==> config.mk <==
export PLATFORM = sky130hd
export DESIGN_NAME = alu_req_scheduler
export DESIGN_NICKNAME = d
export VERILOG_FILES = /design/src/rtl/alu_sched_pkg.sv /design/src/rtl/rr_arbiter.sv /design/src/rtl/alu_req_scheduler.sv
export SDC_FILE = /design/constraint.sdc
export NUM_CORES = 1
export LEC_CHECK = 0
export BUFFER_PORTS_ARGS = -buffer_cell sky130_fd_sc_hd__buf_2
export CAP_MARGIN = 0
export CORE_MARGIN = 2
export CORE_UTILIZATION = 44
export DETAILED_ROUTE_END_ITERATION = 8
export PLACE_DENSITY = 0.86
export SYNTH_ARGS = -nofsm -noshare
export SYNTH_HDL_FRONTEND = slang
export SYNTH_SLANG_ARGS = --single-unit
==> constraint.sdc <==
create_clock -name sys_clk -period 3.2 [get_ports sys_clk]
set_clock_uncertainty 0.2 [all_clocks]
set_input_delay 0.64 -clock sys_clk [delete_from_list [all_inputs] [get_ports sys_clk]]
set_output_delay 0.64 -clock sys_clk [all_outputs]
set_load 0.03 [all_outputs]
==> src/rtl/alu_sched_pkg.sv <==
// Shared types and constants for the ALU request scheduler: FSM states, op-code
// limits, the ALU phase codes and a helper for addressing packed per-requester ports.
package alu_sched_pkg;

   localparam int ALU_WIDTH   = 8;
   localparam int ALU_OPS     = 16;
   localparam int CPU_STATES  = 8;
   localparam int CPU_STATE_W = $clog2(CPU_STATES);

   // Phase codes understood by the ALU interface block.
   localparam logic [CPU_STATE_W-1:0] EXECUTE1 = 3'd2;
   localparam logic [CPU_STATE_W-1:0] EXECUTE2 = 3'd3;

   localparam logic [3:0] OP_NOP  = 4'b0000;
   localparam logic [3:0] OP_LAST = 4'b1001;
   localparam logic [3:0] OP_CMP  = 4'b1001;

   typedef enum logic [1:0] {
      IDLE,
      LOAD,
      EXEC,
      RESP
   } sched_state_e;

   function automatic int slice_lo(input int idx, input int w);
      return idx * w;
   endfunction

endpackage

==> src/rtl/rr_arbiter.sv <==
// Combinational round-robin arbiter: the first asserted request at or after
// ptr (wrapping) wins. The pointer register lives in the instantiating block.
module rr_arbiter #(
   parameter int NREQ = 2
) (
   input  logic [NREQ-1:0]                         req,
   input  logic [((NREQ > 1) ? $clog2(NREQ) : 1)-1:0] ptr,
   output logic [NREQ-1:0]                         grant,
   output logic [((NREQ > 1) ? $clog2(NREQ) : 1)-1:0] grant_id
);

   localparam int IDW = (NREQ > 1) ? $clog2(NREQ) : 1;

   logic [IDW:0]   sum;
   logic [IDW-1:0] idx;
   logic           found;

   // NOTE: every variable written here gets a default first, so no path can
   // leave it unassigned and no latch is inferred.
   always_comb begin
      grant    = '0;
      grant_id = '0;
      found    = 1'b0;
      sum      = '0;
      idx      = '0;
      for (int k = 0; k < NREQ; k++) begin
         sum = {1'b0, ptr} + (IDW + 1)'(k);
         if (sum >= (IDW + 1)'(NREQ)) begin
            sum = sum - (IDW + 1)'(NREQ);
         end
         idx = sum[IDW-1:0];
         if (!found && req[idx]) begin
            found       = 1'b1;
            grant[idx]  = 1'b1;
            grant_id    = idx;
         end
      end
   end

endmodule

==> src/rtl/alu_req_scheduler.sv <==
// Shares one ALU interface between NREQ requesters: round-robin grant, then the
// two-phase EXECUTE1/EXECUTE2 sequence, then a held response to the winner.
module alu_req_scheduler
   import alu_sched_pkg::*;
#(
   parameter int NREQ  = 2,
   parameter int WIDTH = ALU_WIDTH,
   parameter int OPW   = $clog2(ALU_OPS)
) (
   input  logic                     sys_clk,
   input  logic                     sys_reset,
   input  logic [NREQ-1:0]          req_valid,
   output logic [NREQ-1:0]          req_ready,
   input  logic [NREQ*WIDTH-1:0]    req_a,
   input  logic [NREQ*WIDTH-1:0]    req_b,
   input  logic [NREQ*OPW-1:0]      req_op,
   output logic [NREQ-1:0]          resp_valid,
   input  logic [NREQ-1:0]          resp_ready,
   output logic [WIDTH-1:0]         resp_data,
   output logic                     resp_gt,
   output logic                     resp_eq,
   output logic                     resp_err,
   output logic [WIDTH-1:0]         A_bus,
   output logic [WIDTH-1:0]         B_bus,
   output logic                     alu_en_A_reg,
   output logic                     alu_en_B_reg,
   output logic [OPW-1:0]           alu_op,
   output logic [CPU_STATE_W-1:0]   cpu_state,
   input  logic [WIDTH-1:0]         alu_result,
   input  logic                     cc_greater,
   input  logic                     cc_equal
);

   localparam int IDW = (NREQ > 1) ? $clog2(NREQ) : 1;

   sched_state_e     state_q, state_d;
   logic [IDW-1:0]   rr_ptr_q, rr_ptr_d;
   logic [IDW-1:0]   id_q;
   logic [WIDTH-1:0] a_q, b_q;
   logic [OPW-1:0]   op_q;
   logic             err_q;

   logic [NREQ-1:0]  grant;
   logic [IDW-1:0]   grant_id;
   logic [WIDTH-1:0] sel_a, sel_b;
   logic [OPW-1:0]   sel_op;
   logic             sel_err;
   logic             accept;

   rr_arbiter #(
      .NREQ(NREQ)
   ) u_arb (
      .req     (req_valid),
      .ptr     (rr_ptr_q),
      .grant   (grant),
      .grant_id(grant_id)
   );

   assign sel_a   = req_a[slice_lo(int'(grant_id), WIDTH) +: WIDTH];
   assign sel_b   = req_b[slice_lo(int'(grant_id), WIDTH) +: WIDTH];
   assign sel_op  = req_op[slice_lo(int'(grant_id), OPW) +: OPW];
   assign sel_err = (sel_op > OPW'(OP_LAST));
   assign accept  = (state_q == IDLE) && (|req_valid);

   always_comb begin
      state_d      = state_q;
      rr_ptr_d     = rr_ptr_q;
      req_ready    = '0;
      resp_valid   = '0;
      resp_data    = '0;
      resp_gt      = 1'b0;
      resp_eq      = 1'b0;
      resp_err     = 1'b0;
      A_bus        = '0;
      B_bus        = '0;
      alu_en_A_reg = 1'b0;
      alu_en_B_reg = 1'b0;
      alu_op       = '0;
      cpu_state    = EXECUTE1;

      case (state_q)
         IDLE: begin
            if (accept) begin
               req_ready = grant;
               rr_ptr_d  = (grant_id == IDW'(NREQ - 1)) ? '0 : grant_id + 1'b1;
               // Illegal ops skip the ALU entirely and answer with an error.
               state_d   = sel_err ? RESP : LOAD;
            end
         end
         LOAD: begin
            cpu_state    = EXECUTE1;
            alu_en_A_reg = 1'b1;
            alu_en_B_reg = 1'b1;
            A_bus        = a_q;
            B_bus        = b_q;
            alu_op       = op_q;
            state_d      = EXEC;
         end
         EXEC: begin
            cpu_state    = EXECUTE2;
            alu_en_A_reg = 1'b1;
            alu_en_B_reg = 1'b1;
            A_bus        = a_q;
            B_bus        = b_q;
            alu_op       = op_q;
            state_d      = RESP;
         end
         RESP: begin
            resp_valid[id_q] = 1'b1;
            if (err_q) begin
               resp_err = 1'b1;
            end else begin
               // The ALU is idle in RESP, so its registered outputs hold steady.
               resp_data = alu_result;
               resp_gt   = cc_greater;
               resp_eq   = cc_equal;
            end
            if (resp_ready[id_q]) begin
               state_d = IDLE;
            end
         end
         default: state_d = IDLE;
      endcase
   end

   // NOTE: sequential state uses non-blocking assignments so every register
   // samples the pre-edge value of every other register.
   always_ff @(posedge sys_clk) begin
      if (sys_reset) begin
         state_q  <= IDLE;
         rr_ptr_q <= '0;
      end else begin
         state_q  <= state_d;
         rr_ptr_q <= rr_ptr_d;
      end
   end

   // NOTE: the captured payload is only read in LOAD/EXEC/RESP, which are
   // reachable only after a capture, so these registers need no reset.
   always_ff @(posedge sys_clk) begin
      if (accept) begin
         a_q   <= sel_a;
         b_q   <= sel_b;
         op_q  <= sel_op;
         err_q <= sel_err;
         id_q  <= grant_id;
      end
   end

endmodule

# Yosys cells after proc, flatten, opt, wreduce, memory -nomap -nowiden

Cells that the tools add are included.

Bits in read-only memories: 0
Bits in latches: 0
Memories: 0
Register bits after elaboration: 25
Input port bits: 56
Output and inout bits: 40
Memory bits (writable): 0

Add/sub/neg operators: 4
Shift operators: 3
Bitwise gates (word level): 1
Multiplexer cells: 40
Multipliers: 0
Div/mod/pow operators: 0
Eq/ne operators: 5
Magnitude comparators: 9
Reduce and logical (&&, ||, !) cells: 11

Operators by type and width:

| cell                                                                                 | count |
|---|---|
| 8-bit 2-to-1 mux                                                                     | 4 |
| 16-bit by 5-bit variable part select with 8-bit output                               | 2 |
| 1-bit 2-to-1 mux                                                                     | 23 |
| 2-bit 2-to-1 mux                                                                     | 8 |
| 2-bit one-hot mux with 4 select lines                                                | 1 |
| 8-bit by 4-bit variable part select with 4-bit output                                | 1 |
| 1-bit by 2-bit < comparator with 1-bit output (second input constant)                | 3 |
| 1-bit logical AND                                                                    | 5 |
| 2-bit equality test (second input constant)                                          | 2 |
| 4-bit greater-than comparator (second input constant)                                | 1 |
| 4-bit 2-to-1 mux                                                                     | 1 |
| 2-bit inequality test (second input constant)                                        | 2 |
| 2-bit AND reduction                                                                  | 2 |
| 2-bit OR reduction                                                                   | 2 |
| 1-bit demux with 1-bit select                                                        | 3 |
| 1-bit greater-or-equal comparator (second input constant)                            | 3 |
| 1-bit by 1-bit adder with 2-bit output (second input constant)                       | 1 |
| 2-bit by 1-bit equality test with 1-bit output (second input constant)               | 1 |
| 1-bit by 2-bit greater-or-equal comparator with 1-bit output (second input constant) | 1 |
| 2-bit greater-or-equal comparator (second input constant)                            | 1 |
| 2-bit logical NOT                                                                    | 1 |
| 2-bit bitwise OR                                                                     | 1 |
| 1-bit subtractor (second input constant)                                             | 2 |
| 1-bit adder (second input constant)                                                  | 1 |
| 1-bit logical NOT                                                                    | 1 |

# Logic depth before layout (Yosys ltp)

Gate-level depths: netlist (run 1).

Word-level depth: 13
Mapped depth: 6
Gate-level depth less buffers: 6

# Cells and area by module

A second synthesis (run 1) with hierarchy kept.

Cells, all modules: 114
Area total of the unflattened synthesis: 1,428.9 um^2

Modules (own cells, without submodules):

| module            | area each (um^2) | cells an instance | sequential area each (um^2) | instances |
|---|---|---|---|---|
| alu_req_scheduler | 1,398.8          | 110               | 720.7                       | 1 |
| rr_arbiter        | 30.0             | 4                 | 0.0                         | 1 |

# Least setup slack after synthesis (run 1)

OpenSTA, ideal clock, no wires.

Path type: flip-flop to output port
Start point: reg state_q[1]
End point: out A_bus[1]
Slack: 933 ps
Data arrival time: 1,427 ps
Cell stages (with the launch flop): 5
Cell sequence: dfxtp_1 inv_1 ha_1 clkbuf_1 and2_1

Word-level cells in the longest chain between the ends: 3
Elaborated cells between the ends (all ways): 4
Classes of those cells: eq/ne (2); mux (1); reduce/logical (1)

Ends and longest elaborated chain:

| element                                                                                      | line                     | RTL |
|---|---|---|
| from (decl)                                                                                  | alu_req_scheduler.sv:36  | `sched_state_e state_q, state_d;` |
| from (signal assigned)                                                                       | alu_req_scheduler.sv:133 | `state_q <= state_d;` |
| 2-bit equality test / 2-bit by 1-bit equality test with 1-bit output (equally long branches) | alu_req_scheduler.sv:81  | `case (state_q)` |
| 2-bit OR reduction (no source line) (*)                                                      | -                        |  |
| 8-bit 2-to-1 mux (*)                                                                         | alu_req_scheduler.sv:81  |  |
| to (decl)                                                                                    | alu_req_scheduler.sv:23  | `output logic [WIDTH-1:0] A_bus,` |

Every way passes the cells marked *; elsewhere a longest branch is shown, timed or not.

# Worst setup path in the final report (run 1)

Start point: reg state_q[1]
End point: out alu_op[3]

Word-level cells in the longest chain between the ends: 3
Elaborated cells between the ends (all ways): 4
Classes of those cells: eq/ne (2); mux (1); reduce/logical (1)

Ends and longest elaborated chain:

| element                                                                                      | line                    | RTL |
|---|---|---|
| 2-bit equality test / 2-bit by 1-bit equality test with 1-bit output (equally long branches) | alu_req_scheduler.sv:81 |  |
| 2-bit OR reduction (no source line) (*)                                                      | -                       |  |
| 4-bit 2-to-1 mux (*)                                                                         | alu_req_scheduler.sv:81 |  |
| to (decl)                                                                                    | alu_req_scheduler.sv:27 | `output logic [OPW-1:0] alu_op,` |

Marks and branches as above.

==> summary.txt, run 1 <==
Starting Density -> 45.9%
H-tree levels -> 1
YS warnings -> 0
worst r2r path cells -> 4
first-pass GRT wire length -> 4.37 mm
Slew Viols, Final -> 0
Placed Area -> 0.00189 mm2
status -> completed
HP Class -> flip-flop to flip-flop
syn nets -> 176
mux cell area share after synthesis -> 16.8%
kind of critical path -> flip-flop to output pin
Die Height -> 60.5 um
n_diodes -> 0
Port Buffers -> 93
All-Layer GR Usage -> 16.5%
Post-DRT Antenna Nets -> 0
largest family of logic cells by synthesized area -> simple AND/OR/NAND/NOR gates
CP startpoint kind -> flip-flop
Synth Area in Adders -> 2.68%
crit end category -> output pin
Cell Area, Synth -> 0.00140 mm2
DRC violations left -> 0
die area -> 0.00366 mm2
vias in the first global route -> 1060
Final #Nets -> 268
final hold vios -> 0
hold slack -> 327 ps
final setup vio count -> 0
worst rel slew slack -> 44.0%
# Post-CTS Setup Buffers -> 0
leakage -> 0.956 nW
P&R area growth vs syn -> 36.3%
Final min period -> 2620 ps
total grt overflow -> 0
CTS tree -> done
Root Buffer -> clkbuf_4
VDD IR max -> 0.501 mV
CTS clk-pin slew, worst paths -> 130 ps
complex-gate fraction of the synthesized area -> 5.80%
PwrDens -> 876 mW/mm2
Site Rows -> 20
Post-Route Setup TNS -> 0 ps
RSZ-0062 raised after global routing -> false
clock latency on the worst-skew pair -> 300 ps
Least-Margin Pin Slew -> 839 ps
post-cts sizing count -> 0
Core ar. -> 0.00305 mm2
drt pass-1 iters -> 4
worst hold stages -> 2
max-cap viol count -> 0
DR WL/cell -> 11.8 um
Highest Clock Rate -> 381 MHz
post-DP HPWL -> 2.42 mm
Ports -> 96
clock buffer depth -> 2
layout cell share with drive strength beyond 1 -> 57.2%
Placer Congestion -> 0.811
Cells after Synth -> 117
sequential-to-total area share from yosys stat -> 51.4%
Final Instance Area -> 0.00191 mm2
Synth cell types -> 24
1st-iter DRT viols -> 37
initial antenna violation count -> 0
Arr. time, crit path -> 1780 ps
Synth Area in XOR/XNOR -> 0%
worst endpoint required time -> 2360 ps
fillers -> 277
#FFs+latches synth -> 25
Hold Buf Count CTS -> 0
final wirelength -> 2.97 mm
Die W -> 60.5 um
Final Cycle Share -> 82.0%
simple-gate share of the synthesized area -> 18.3%
worst-path fanout max -> 23
largest net degree at the start of global routing -> 24
total CTS buffers -> 3
CTS sink count -> 25
routed vias/inst -> 4.71
vias after detailed routing -> 1186
Syn Area/Cell -> 12.0 um2
==> Yosys cell counts <==
library cell | count | share of area [%]
edfxtp_1 | 22 | 47
o21a_1 | 1 | 0.54
a21oi_1 | 3 | 1.1
clkbuf_1 | 2 | 0.54
buf_4 | 5 | 2.7
o41ai_2 | 1 | 1.2
nand2b_2 | 1 | 0.62
mux2_2 | 20 | 16
and2_1 | 32 | 14
conb_1 | 2 | 0.54
dfxtp_1 | 3 | 4.3
a21o_1 | 1 | 0.54
nor2b_1 | 2 | 0.89
inv_1 | 5 | 1.3
mux2i_1 | 1 | 0.71
nor2_1 | 4 | 1.1
a311oi_1 | 1 | 0.62
a211oi_1 | 1 | 0.54
nand2_1 | 2 | 0.54
a22o_1 | 1 | 0.62
nor3_1 | 1 | 0.36
ha_1 | 3 | 2.7
o21ai_0 | 2 | 0.71
nand3b_1 | 1 | 0.54
==> stage by stage <==
stage                     total power, W  setup WS, ps  utilization [%]  std cells
after global placement           0.00154           933             61.8        248
after detailed placement         0.00156           893             61.8        248
after global routing             0.00179           391             62.6        252
after floorplan                  0.00130           933                -        117
after CTS                        0.00170           521             62.6        252
final                            0.00168           577             62.6        252
==> cell usage in the layout (no fill, tap or decap), drive strengths merged, types with 2 or more instances in the layout <==
cell,instances
nor2b,2
inv,5
nand2,2
a21oi,3
and2,32
dfxtp,3
mux2,20
o21ai,2
edfxtp,22
buf,94
ha,3
conb,2
clkbuf,4
nor2,4
==> per-layer routing <==
layer,GRT usage (%),routed length [um],vias to the layer above
met4,6.52,39,0
met3,5.54,377,4
met5,0,0,-
met2,30.0,1430,82
li1,-,-,580
met1,17.7,1130,520
==> power by group <==
group | total (W) | switching (W) | internal, W
logic | 0.00101 | 0.000700 | 0.000312
registers | 0.000530 | 0.0000314 | 0.000498
clock network | 0.000133 | 0.0000850 | 0.0000485
==> kinds of logic (layout without fill, tap and decap cells) <==
kind of cell / count (synthesis) / count (layout)
AO/OA/AOI/OAI: 11 / 11
buffers and inverters: 12 / 103
AND/OR/NAND/NOR: 43 / 43
other: 2 / 2
multiplexers: 21 / 21
adder cells (fa/ha/maj): 3 / 3
flip-flops: 25 / 25
==> worst max-delay path: stages, from the launching register on <==
cell and delay [ps]:
dfxtp_1 400, inv_1 60, ha_1 610, and2_1 210
buf_2 190
==> registers in the layout (all words and copies together) (netlist names) <==
| signal | flops |
|---|---|
| err_q | 1 |
| id_q | 1 |
| rr_ptr_q | 1 |
| state_q | 2 |
| a_q | 8 |
| b_q | 8 |
| op_q | 4 |
==> path summary, 6_finish.rpt <==
check | from | endpoint | slack [ps]
setup / recovery | state_q[1] | alu_op[3] | 580
hold / removal | rr_ptr_q | rr_ptr_q | 330
setup reg to reg | state_q[0] | b_q[5] | 1140
hold reg to reg | rr_ptr_q | rr_ptr_q | 330
==> area by class of cell <==
class,count,area (um2),area share (%)
Inverter,5,18.8,0.982
Tap cell,44,55.1,2.88
Multi-Input combinational cell,80,618,32.3
Sequential cell,25,721,37.7
Clock buffer,4,26.3,1.37
Timing Repair Buffer,94,473,24.7
No activity file was read; power rests on OpenSTA's default activity.
==> run 2: changes to the inputs <==
--- a/config.mk
+++ b/config.mk
@@ -5,12 +5,13 @@
 export SDC_FILE = /design/constraint.sdc
 export NUM_CORES = 1
 export LEC_CHECK = 0
+export ABC_AREA = 1
 export BUFFER_PORTS_ARGS = -buffer_cell sky130_fd_sc_hd__buf_2
 export CAP_MARGIN = 0
 export CORE_MARGIN = 2
-export CORE_UTILIZATION = 44
+export CORE_UTILIZATION = 42
 export DETAILED_ROUTE_END_ITERATION = 8
-export PLACE_DENSITY = 0.86
+export PLACE_DENSITY = 0.82
 export SYNTH_ARGS = -nofsm -noshare
 export SYNTH_HDL_FRONTEND = slang
 export SYNTH_SLANG_ARGS = --single-unit
==> constraint.sdc (replaced) <==
create_clock -name sys_clk -period 2.6 [get_ports sys_clk]
set_clock_uncertainty 0.2 [all_clocks]
set_input_delay 0.52 -clock sys_clk [delete_from_list [all_inputs] [get_ports sys_clk]]
set_output_delay 0.52 -clock sys_clk [all_outputs]
set_load 0.03 [all_outputs]
==> summary.txt, run 2 <==
status -> completed
commonest non-fill, non-tap cells in the layout -> 93 x buf_2, 86 x nand2_1, 49 x inv_1
routed vias/inst -> 4.18
CTS sink count -> 25
vias in the first global route -> 1259
clock buffer depth -> 2
#FFs+latches synth -> 25
Final Cycle Share -> 92.3%
cell taking the most area after synthesis -> edfxtp_1
Overall Power -> 0.00231 W
crit end category -> output pin
syn nets -> 264
total grt overflow -> 0
Post-Route Setup TNS -> 0 ps
Arr. time, crit path -> 1680 ps
vias after detailed routing -> 1429
DRC violations left -> 0
most frequent cell after synthesis -> nand2_1
H-tree levels -> 1
die area -> 0.00406 mm2
Highest Clock Rate -> 417 MHz
CP startpoint kind -> flip-flop
P&R area growth vs syn -> 35.5%
Main synth FF type -> edfxtp_1
most frequent cells after synthesis -> 86 x nand2_1, 49 x inv_1, 22 x edfxtp_1
PwrDens -> 1140 mW/mm2
Crit. Startpoint -> state_q[1]
Final #Nets -> 356
Syn Area/Cell -> 7.30 um2
Port Buffers -> 93
clock latency on the worst-skew pair -> 310 ps
Site Rows -> 21
fillers -> 303
largest net degree at the start of global routing -> 24
Hold Buf Count CTS -> 0
final hold vios -> 0
first-pass GRT wire length -> 5.11 mm
Worst Setup EP -> A_bus[0]
R2R Path End -> a_q[0]
worst-path fanout max -> 14
Synth cell types -> 22
RR Startpoint -> state_q[0]
Slew Viols, Final -> 0
final wirelength -> 3.27 mm
reg2reg setup slack -> 910 ps
1st-iter DRT viols -> 30
Placer Congestion -> 0.821
kind of critical path -> flip-flop to output pin
Ports -> 96
final setup vio count -> 0
Die W -> 63.7 um
worst r2r path cells -> 5
CTS clk-pin slew, worst paths -> 140 ps
YS warnings -> 0
Starting Density -> 44.1%
All-Layer GR Usage -> 15.9%
Post-synth EDFFs -> 22
Die Height -> 63.7 um
leakage -> 1.32 nW
total CTS buffers -> 3
area share of the largest cell type after synthesis -> 44.1%
RSZ-0062 raised after global routing -> false
largest registers -> a_q (8), b_q (8), op_q (4)
post-DP HPWL -> 2.57 mm
Core ar. -> 0.00339 mm2
commonest non-fill, non-tap cell in the layout -> buf_2
ys async rst share -> 0%
Synth area leaders -> edfxtp_1 44%, nand2_1 22%, inv_1 12%
n_diodes -> 0
Cells after Synth -> 205
initial antenna violation count -> 0
layout cell share with drive strength beyond 1 -> 36.8%
Final min period -> 2400 ps
Cell Area, Synth -> 0.00150 mm2
VDD IR max -> 0.495 mV
DR WL/cell -> 9.55 um
CTS tree -> done
max-cap viol count -> 0
drt pass-1 iters -> 5
Root Buffer -> clkbuf_4
worst endpoint required time -> 1880 ps
sequential-to-total area share from yosys stat -> 48.2%
HP Class -> primary input to flip-flop
Post-DRT Antenna Nets -> 0
run 2: changes by cell type in the layout (fill, tap and decap cells not counted), moves of 2 or more:
| cell | previous run | this run |
|---|---|---|
| buf_4 | 1 | 3 |
| nor2_1 | 4 | 15 |
| o21ai_0 | 2 | 0 |
| and2_1 | 32 | 1 |
| nand2_2 | 0 | 3 |
| inv_1 | 5 | 49 |
| nand3_1 | 0 | 2 |
| nor2b_1 | 2 | 0 |
| mux2_2 | 20 | 0 |
| a21oi_2 | 0 | 2 |
| a21oi_1 | 3 | 1 |
| nand2_1 | 2 | 86 |
run 2: worst min path at each step:
stage | end | start | cells after the start | slack [ps]
2_1_floorplan | rr_ptr_q | rr_ptr_q | 2 | 240
3_3_place_gp | rr_ptr_q | rr_ptr_q | 2 | 250
3_5_place_dp | rr_ptr_q | rr_ptr_q | 2 | 260
4_1_cts | rr_ptr_q | sys_reset | 2 | 170
5_1_grt | rr_ptr_q | sys_reset | 2 | 190
6_report | rr_ptr_q | sys_reset | 2 | 190
run 2: cells by family after synthesis:
logic type | count (synthesis) | share of synthesized area, %
simple gates | 111 | 29.6
fa+ha+maj | 3 | 2.51
compound gates | 5 | 2.26
flops | 25 | 48.2
buf+inv | 59 | 17.0
other cells | 2 | 0.502
run 2: power breakdown:
| part | switching (W) | internal [W] | total, W |
|---|---|---|---|
| sequential | 0.0000464 | 0.000636 | 0.000682 |
| clock | 0.000117 | 0.0000586 | 0.000176 |
| combinational | 0.00103 | 0.000426 | 0.00145 |
run 2: what timing repair did:
action | 4_1_cts | 5_1_grt
hold endpoints to repair | 0 | 0
gates resized for setup | 0 | 1
setup endpoints to repair | 0 | 8
buffers inserted | 0 | 0
run 2: layer usage:
| layer | wire (um) | global-route usage (%) |
|---|---|---|
| met4 | 29 | 5.98 |
| met5 | 0 | 0 |
| met2 | 1590 | 27.5 |
| met3 | 255 | 3.21 |
| met1 | 1390 | 19.5 |
run 2: metrics by stage:
step | util (%) | std cells | hold slack, ps | cell area [um2] | setup WS [ps]
finish | 59.8 | 342 | 189 | 2030 | 201
global route | 59.8 | 342 | 190 | 2030 | 79.0
CTS | 59.8 | 342 | 172 | 2030 | 111
detailed placement | 58.9 | 338 | 256 | 2000 | 486
global placement | 58.9 | 338 | 252 | 2000 | 505
floorplan | - | 205 | 235 | 1500 | 129
run 2: cell type report:
| type | count | area (um2) | share of cell area (%) |
|---|---|---|---|
| inverters | 49 | 184 | 9.07 |
| flip-flops and latches | 25 | 721 | 35.5 |
| repair buffers | 97 | 508 | 25.0 |
| clock inverters | 1 | 7.51 | 0.370 |
| multi-input cells | 121 | 528 | 26.0 |
| clock buffers | 3 | 22.5 | 1.11 |
| well taps | 46 | 57.6 | 2.84 |
run 2: worst max-delay path: stages, from the launching register on:
cell and delay (ps):
dfxtp_1 380, inv_1 70, ha_2 450, buf_12 170, nand2_1 60, inv_1 50
buf_2 190
==> run 3: changes to the inputs <==
--- a/config.mk
+++ b/config.mk
@@ -14,4 +14,5 @@
 export PLACE_DENSITY = 0.82
 export SYNTH_ARGS = -nofsm -noshare
 export SYNTH_HDL_FRONTEND = slang
+export SYNTH_HIERARCHICAL = 1
 export SYNTH_SLANG_ARGS = --single-unit
==> summary.txt, run 3 <==
n_diodes -> 0
Final #Nets -> 359
net switching power -> 0.00119 W
max-cap viol count -> 0
CTS sink count -> 25
clock latency on the worst-skew pair -> 310 ps
Placer Congestion -> 0.817
YS warnings -> 6
Switching Share -> 52.5%
DR WL/cell -> 9.18 um
layout cell share with drive strength beyond 1 -> 35.8%
P&R area growth vs syn -> 34.4%
syn nets -> 267
Util after Layout -> 59.3%
worst endpoint required time -> 1880 ps
final hold vios -> 0
Syn Area/Cell -> 7.19 um2
largest registers -> a_q (8), b_q (8), op_q (4)
status -> completed
final setup vio count -> 0
Top Metal Used -> met4
routed wl met2 -> 1.64 mm
CTS tree -> done
Core ar. -> 0.00339 mm2
commonest non-fill, non-tap cell in the layout -> buf_2
vias in the first global route -> 1394
Overall Power -> 0.00227 W
multi-input logic area -> 536 um2
HP Class -> primary input to flip-flop
initial antenna violation count -> 0
total CTS buffers -> 3
sequential-to-total area share from yosys stat -> 48.2%
fillers -> 342
Synth cell types -> 22
largest net degree at the start of global routing -> 24
Site Rows -> 21
Root Buffer -> clkbuf_4
drt pass-1 iters -> 4
Die W -> 63.7 um
PwrDens -> 1130 mW/mm2
Pint -> 0.00108 W
leakage -> 1.32 nW
commonest non-fill, non-tap cells in the layout -> 93 x buf_2, 89 x nand2_1, 47 x inv_1
Clock power frac -> 7.5%
most frequent cell after synthesis -> nand2_1
final wirelength -> 3.17 mm
Starting Density -> 44.1%
first-pass GRT wire length -> 5.44 mm
hold slack -> 262 ps
Synth area leaders -> edfxtp_1 44%, nand2_1 22%, inv_1 12%
cell taking the most area after synthesis -> edfxtp_1
most frequent cells after synthesis -> 89 x nand2_1, 47 x inv_1, 22 x edfxtp_1
register area -> 721 um2
Main synth FF type -> edfxtp_1
CTS clk-pin slew, worst paths -> 140 ps
Final min period -> 2350 ps
wl on met1 -> 1.27 mm
Cell Area, Synth -> 0.00150 mm2
crit end category -> output pin
DRC violations left -> 0
Hold Buf Count CTS -> 0
ys async rst share -> 0%
post-cts sizing count -> 0
total grt overflow -> 0
Arr. time, crit path -> 1630 ps
Placed Area -> 0.00198 mm2
Post-DRT Antenna Nets -> 0
Post-Route Setup TNS -> 0 ps
post-DP HPWL -> 2.54 mm
Slew Viols, Final -> 0
sequential share of power -> 30.7%
combinational share of power -> 61.8%
#FFs+latches synth -> 25
clock buffer depth -> 2
CP startpoint kind -> flip-flop
Ports -> 96
Highest Clock Rate -> 426 MHz
RSZ-0062 raised after global routing -> false
Cells after Synth -> 208
Final Instance Area -> 0.00201 mm2
routed vias/inst -> 4.22
Port Buffers -> 93
# Post-CTS Setup Buffers -> 0
Final Cycle Share -> 90.4%
1st-iter DRT viols -> 22
worst-path fanout max -> 23
VDD IR max -> 0.457 mV
die area -> 0.00405 mm2
vias after detailed routing -> 1455
All-Layer GR Usage -> 16.9%
area share of the largest cell type after synthesis -> 44.2%
H-tree levels -> 1
kind of critical path -> flip-flop to output pin
met3 wire len -> 233 um
Post-synth EDFFs -> 22
Die Height -> 63.7 um
-- run 3: final timing paths --
| path | startpoint | end | slack [ps] | cells after the start |
|---|---|---|---|---|
| min | req_a[3] | a_q[3] | 260 | 3 |
| min reg2reg | rr_ptr_q | rr_ptr_q | 390 | 2 |
| max reg2reg | state_q[0] | a_q[5] | 580 | 5 |
| max | state_q[0] | A_bus[2] | 250 | 6 |
-- run 3: cells by family (layout without fill, tap and decap cells) --
logic type / count (synthesis) / count (layout) / synth area share (%)
fa+ha+maj: 3 / 3 / 2.51
simple gates: 114 / 114 / 30.0
compound gates: 7 / 7 / 2.76
buf+inv: 57 / 148 / 16.0
other cells: 2 / 2 / 0.502
flops: 25 / 25 / 48.2
-- run 3: final cells by class --
cell class / instances / share of cell area (%)
clock buffer: 3 / 1.12
sequential: 25 / 35.9
multi-input combinational: 126 / 26.7
clock inverter: 1 / 0.249
inverter: 48 / 8.97
timing repair buffer: 96 / 24.3
tap: 46 / 2.86
-- run 3: metal layers --
layer | vias up | GRT usage, %
met5 | - | 0
met4 | 0 | 5.71
met3 | 2 | 1.79
met2 | 64 | 33.7
met1 | 612 | 18.0
li1 | 777 | -
-- run 3: power groups by stage --
stage	clock network [W]	logic [W]	registers, W
finish	0.000170	0.00140	0.000697
global route	0.000190	0.00154	0.000713
CTS	0.000172	0.00142	0.000699
detailed placement	0	0.00142	0.000708
global placement	0	0.00140	0.000703
floorplan	0	0.00106	0.000692
-- run 3: per-stage QoR --
step                setup slack, ps  std cells
global route                    111        345
floorplan                       429        208
global placement                633        341
CTS                             233        345
finish                          250        345
detailed placement              592        341
-- run 3: worst max-delay path: stages (launching register included) --
cell and delay [ps]:
dfxtp_1 370, inv_1 80, ha_1 280, buf_4 250, nand2_1 80, inv_1 70, buf_2 190
